`src/rtl/mux_scan_ctrl.sv`:
```
// mux_scan_ctrl: sequencer for a 16:1 single-bit channel mux.
// It walks the mux select over the enabled channels and waits SETTLE_CYCLES
// after every select change. It then samples mux_out into a 16-bit snapshot
// and offers that snapshot downstream on a valid/ready handshake.
// Both single-shot and continuous scanning are supported.
//
// Ports:
//   clk, rst          clock (rising edge); synchronous active-high reset
//   start             scan request, only looked at in IDLE
//   continuous        sampled at the snapshot handshake: restart instead of idling
//   chan_en[15:0]     channel enable mask, latched when a scan is launched
//   sel[3:0]          registered mux select
//   mux_out           selected bit coming back from the mux
//   busy              state != IDLE
//   snap[15:0]        completed snapshot (disabled channels read 0)
//   snap_valid/ready  downstream handshake
//   snap_parity       XOR of snap (only when SCAN_PARITY_EN is defined)
//
// Optional feature macro: SCAN_PARITY_EN
module mux_scan_ctrl #(
  parameter int unsigned SETTLE_CYCLES = 1
) (
  input  logic        clk,
  input  logic        rst,
  input  logic        start,
  input  logic        continuous,
  input  logic [15:0] chan_en,
  output logic [3:0]  sel,
  input  logic        mux_out,
  output logic        busy,
  output logic [15:0] snap,
  output logic        snap_valid,
`ifdef SCAN_PARITY_EN
  output logic        snap_parity,
`endif
  input  logic        snap_ready
);

  localparam logic [3:0] SETTLE_LD = 4'(SETTLE_CYCLES);

  typedef enum logic [1:0] {IDLE, SETTLE, DONE} state_t;

  state_t      state_q, state_d;
  logic [3:0]  sel_q, sel_d;
  logic [3:0]  cnt_q, cnt_d;
  logic [15:0] mask_q, mask_d;
  logic [15:0] acc_q, acc_d;
  logic [15:0] snap_q, snap_d;
  logic        snap_valid_q, snap_valid_d;
  logic        launch;
  logic [4:0]  nxt, first;

  // {found, index} of the lowest set bit of m.
  function automatic logic [4:0] first_set(input logic [15:0] m);
    logic [4:0] r;
    r = 5'd0;
    for (int i = 15; i >= 0; i--) begin
      if (m[i]) r = {1'b1, 4'(i)};
    end
    return r;
  endfunction

  // Bits strictly above the current select: these are the remaining channels.
  assign nxt   = first_set(mask_q & (16'hFFFE << sel_q));
  assign first = first_set(chan_en);

  always_comb begin
    state_d      = state_q;
    sel_d        = sel_q;
    cnt_d        = cnt_q;
    mask_d       = mask_q;
    acc_d        = acc_q;
    snap_d       = snap_q;
    snap_valid_d = snap_valid_q;
    launch       = 1'b0;

    case (state_q)
      IDLE: if (start) launch = 1'b1;
      SETTLE: begin
        if (cnt_q != 4'd0) begin
          cnt_d = cnt_q - 4'd1;
        end else begin
          acc_d[sel_q] = mux_out;
          if (nxt[4]) begin
            sel_d = nxt[3:0];
            cnt_d = SETTLE_LD;
          end else begin
            // acc_d already contains this sample
            snap_d       = acc_d;
            snap_valid_d = 1'b1;
            state_d      = DONE;
          end
        end
      end
      DONE: begin
        if (snap_valid_q && snap_ready) begin
          snap_valid_d = 1'b0;
          if (continuous) launch = 1'b1;
          else            state_d = IDLE;
        end
      end
      default: state_d = IDLE;
    endcase

    // A launch from IDLE and a continuous restart from DONE behave identically.
    // With an empty mask the zero snapshot is offered at once, which overrides
    // the snap_valid clear of the handshake that started the restart.
    if (launch) begin
      mask_d = chan_en;
      acc_d  = 16'h0;
      if (first[4]) begin
        sel_d   = first[3:0];
        cnt_d   = SETTLE_LD;
        state_d = SETTLE;
      end else begin
        snap_d       = 16'h0;
        snap_valid_d = 1'b1;
        state_d      = DONE;
      end
    end
  end

  always_ff @(posedge clk) begin
    if (rst) begin
      state_q      <= IDLE;
      sel_q        <= 4'd0;
      cnt_q        <= 4'd0;
      mask_q       <= 16'h0;
      acc_q        <= 16'h0;
      snap_q       <= 16'h0;
      snap_valid_q <= 1'b0;
    end else begin
      state_q      <= state_d;
      sel_q        <= sel_d;
      cnt_q        <= cnt_d;
      mask_q       <= mask_d;
      acc_q        <= acc_d;
      snap_q       <= snap_d;
      snap_valid_q <= snap_valid_d;
    end
  end

`ifdef SCAN_PARITY_EN
  // Registered from snap_d, so it updates on the same edge as snap and holds with it.
  logic parity_q;
  always_ff @(posedge clk) begin
    if (rst) parity_q <= 1'b0;
    else     parity_q <= ^snap_d;
  end
  assign snap_parity = parity_q;
`endif

  assign sel        = sel_q;
  assign busy       = (state_q != IDLE);
  assign snap       = snap_q;
  assign snap_valid = snap_valid_q;

endmodule

```
`config.mk`:
```
export PLATFORM = sky130hd
export DESIGN_NAME = mux_scan_ctrl
export DESIGN_NICKNAME = d
export VERILOG_FILES = /design/src/rtl/mux_scan_ctrl.sv
export SDC_FILE = /design/constraint.sdc
export NUM_CORES = 1
export LEC_CHECK = 0
export CAP_MARGIN = 15
export CORE_ASPECT_RATIO = 0.8
export CORE_MARGIN = 2
export CORE_UTILIZATION = 57
export CTS_BUF_LIST = sky130_fd_sc_hd__clkbuf_2 sky130_fd_sc_hd__clkbuf_4 sky130_fd_sc_hd__clkbuf_8
export DETAILED_ROUTE_END_ITERATION = 6
export GPL_ROUTABILITY_DRIVEN = 0
export PLACE_DENSITY = 0.82
export REMOVE_ABC_BUFFERS = 1
export SYNTH_ARGS = -nofsm -noshare
export SYNTH_HDL_FRONTEND = slang
export SYNTH_SLANG_ARGS = --single-unit
```
`constraint.sdc`:
```
create_clock -name clk -period 2.3 [get_ports clk]
set_input_delay 0.23 -clock clk [delete_from_list [all_inputs] [get_ports clk]]
set_output_delay 0.23 -clock clk [all_outputs]
set_load 0.03 [all_outputs]
```
==> reports/results.tsv <==
metric	value	unit
Comb power frac	0.235	
number of routed nets with antenna violations	0	
final setup vio count	0	
DRC Markers	0	
Synth-to-Final Area Change	25.0	%
die area	0.00631	sq mm
number of flops mapped to enable cells by yosys	0	
measured slew at the worst slew-check pin	556	ps
CTS resizes	0	
number of global-route vias before repair	2993	
placed cells	523	
footprint of the multi-input gates	0.00192	sq mm
Tcrit/Tclk final	0.935	
routed wire length	8270	microns
internal power	1.88	mW
max_cap viols	0	
nets	482	
NetSw	844	uW
Core Rows	24	
CTS Sinks	58	
Pleak	1.42	nW
ys flop type	dfxtp_1	
Die Y	71.5	microns
core area	0.00547	sq mm
CTS tree	yes	
Cells after Synth	403	
Register Area	0.00116	sq mm
yosys warns	0	
switch share	0.309	
crit path kind	reg -> reg	
First DRT Iteration DRCs	280	
synthesized flop and latch total	58	
Critical Path RT	2510	ps
WL per Instance	15.4	microns
Post-CTS Setup Repair Bufs	0	
diode count	0	
r2r setup slk	150	ps
cell taking the most area after synthesis	dfxtp_1	
final hold violation count	0	
sequential power share	0.404	
Core Util, Final	0.742	
clk root buf	clkbuf_8	
origin of the critical flop-to-flop path	sel[0]	
fmax	465	MHz
Worst VDD drop	0.365	mV
CTS buffer count	9	
Slew headroom	0.629	
Clock Latency Late Sink	350	ps
Hold/Removal Path Class	reg -> reg	
CTS Hold Bufs	0	
DR vias/cell	5.89	
Clk pin slew, worst setup/hold paths	70	ps
status	finished, final reports clean	
area share of the largest cell type after synthesis	0.358	
Ports	44	
Tot Pwr	2.73	mW
GR Overflow Total	0	
max-slew violation count	0	
top cells by area, synth	dfxtp_1 36%, nand2_1 6.5%, nor2_1 6.3%	
post-route setup slack	150	ps
synthesized cell area	0.00324	sq mm
antenna violations before repair	0	
Total GRT Usage	0.286	
RSZ-0062 raised after global routing	false	
PortBufs	43	
Syn Area/Cell	8.05	sq um
async set-or-reset flop fraction in the synthesized netlist	0	
Pwr per Cell Area	673	mW/mm^2
Finished Layout Cells	539	
first-pass GRT wire length	14000	microns
Synth cell types	61	
clk_skew	7.59	ps
CP Capture Type	flop	
Via Count	3175	
Crit path arrival time	2360	ps
initial core utilization	0.593	
Clk pwr share	0.360	
Worst Hold Launch	mask_q[3]	
Startpoint Class	flop	
layout cell share with drive strength beyond 1	0.154	
Min Hold Slack	453	ps
Fillers	432	
maximum number of pins on one net before global-route repair	19	
Clock Path Buffers	2	
sequential share of the synthesized area	0.358	
commonest cells after routing, fill and taps aside	56 x nand2_1, 56 x dfxtp_1, 54 x nor2_1, 43 x clkdlybuf4s50_1, 36 x a21oi_1	
Pre-antenna DRT Iters	5	
Detailed Place HPWL	5980	microns
Placement Setup Slack	138	ps
crit path launch	sel[0]	
H-tree Lvls	3	
width of the die	88.3	microns
minimum clock period	2150	ps
CP max FO	9	
kinds of logic after synthesis:
| group | share of synthesized area |
|---|---|
| simple gates | 0.254 |
| compound gates | 0.257 |
| flops | 0.358 |
| buf+inv | 0.0529 |
| mux | 0.0621 |
| fa+ha+maj | 0.0154 |
per-layer routing:
| layer | up-vias | global-route usage | routed length, microns |
|---|---|---|---|
| li1 | 1552 | - | - |
| met1 | 1473 | 0.400 | 3770 |
| met2 | 131 | 0.424 | 3710 |
| met3 | 19 | 0.0795 | 632 |
| met4 | 0 | 0.104 | 162 |
| met5 | - | 0 | 0 |
area by class of cell:
| class | count | share of cell area |
|---|---|---|
| Clock inverter | 4 | 0.0123 |
| Timing Repair Buffer | 67 | 0.156 |
| Tap cell | 78 | 0.0241 |
| Sequential cell | 58 | 0.287 |
| Clock buffer | 12 | 0.0392 |
| Inverter | 10 | 0.00926 |
| Multi-Input combinational cell | 310 | 0.473 |
metrics by stage:
stage          instance area, sq um  setup TNS, ps
2_1_floorplan                  3110          -7900
3_3_place_gp                   3830              0
3_5_place_dp                   3830              0
4_1_cts                        4040              0
5_1_grt                        4060              0
6_report                       4060              0
sequential cells by signal, indices dropped and copies added, names as in the netlist:
register / flops
acc_q: 16
cnt_q: 4
mask_q: 15
sel: 4
snap: 16
snap_valid: 1
state_q: 2
power by group through the flow:
stage                     Combinational [mW]  Sequential [mW]  Clock, mW
after floorplan                        0.335             1.16          0
after global placement                 0.612             1.12          0
after detailed placement               0.626             1.12          0
after CTS                              0.631             1.10      0.987
after global routing                   0.702             1.11       1.03
final                                  0.642             1.10      0.983
worst paths after layout:
check / to / depth (start not counted)
setup reg to reg: sel[1] / 6
setup / recovery: sel[1] / 6
hold reg to reg: mask_q[3] / 2
hold / removal: mask_q[3] / 2
Yosys cell counts, types with 3 or more instances:
| master | count |
|---|---|
| mux2i_1 | 19 |
| buf_2 | 5 |
| nor4_1 | 5 |
| a21boi_0 | 5 |
| nor2_1 | 54 |
| buf_4 | 7 |
| nand3_1 | 10 |
| nor2b_1 | 6 |
| nand2_1 | 56 |
| dfxtp_1 | 58 |
| a32oi_1 | 3 |
| o211a_1 | 3 |
| and2_1 | 3 |
| a211oi_2 | 13 |
| a21oi_1 | 36 |
| a31oi_1 | 3 |
| o21ai_0 | 9 |
| buf_1 | 3 |
| nand2b_1 | 8 |
| clkbuf_1 | 9 |
| o22ai_1 | 6 |
| nor3_1 | 16 |
| inv_1 | 10 |
| o21ai_1 | 6 |
| ha_1 | 4 |
| a211oi_1 | 5 |
critical path: stages (launching register included):
cell,delay (ps)
dfxtp_1,550
nand3_1,180
a21oi_1,330
o2111ai_1,260
or2_1,360
a32oi_1,240
o21ai_1,80
Note: power is estimated with default switching activity, not from simulation.
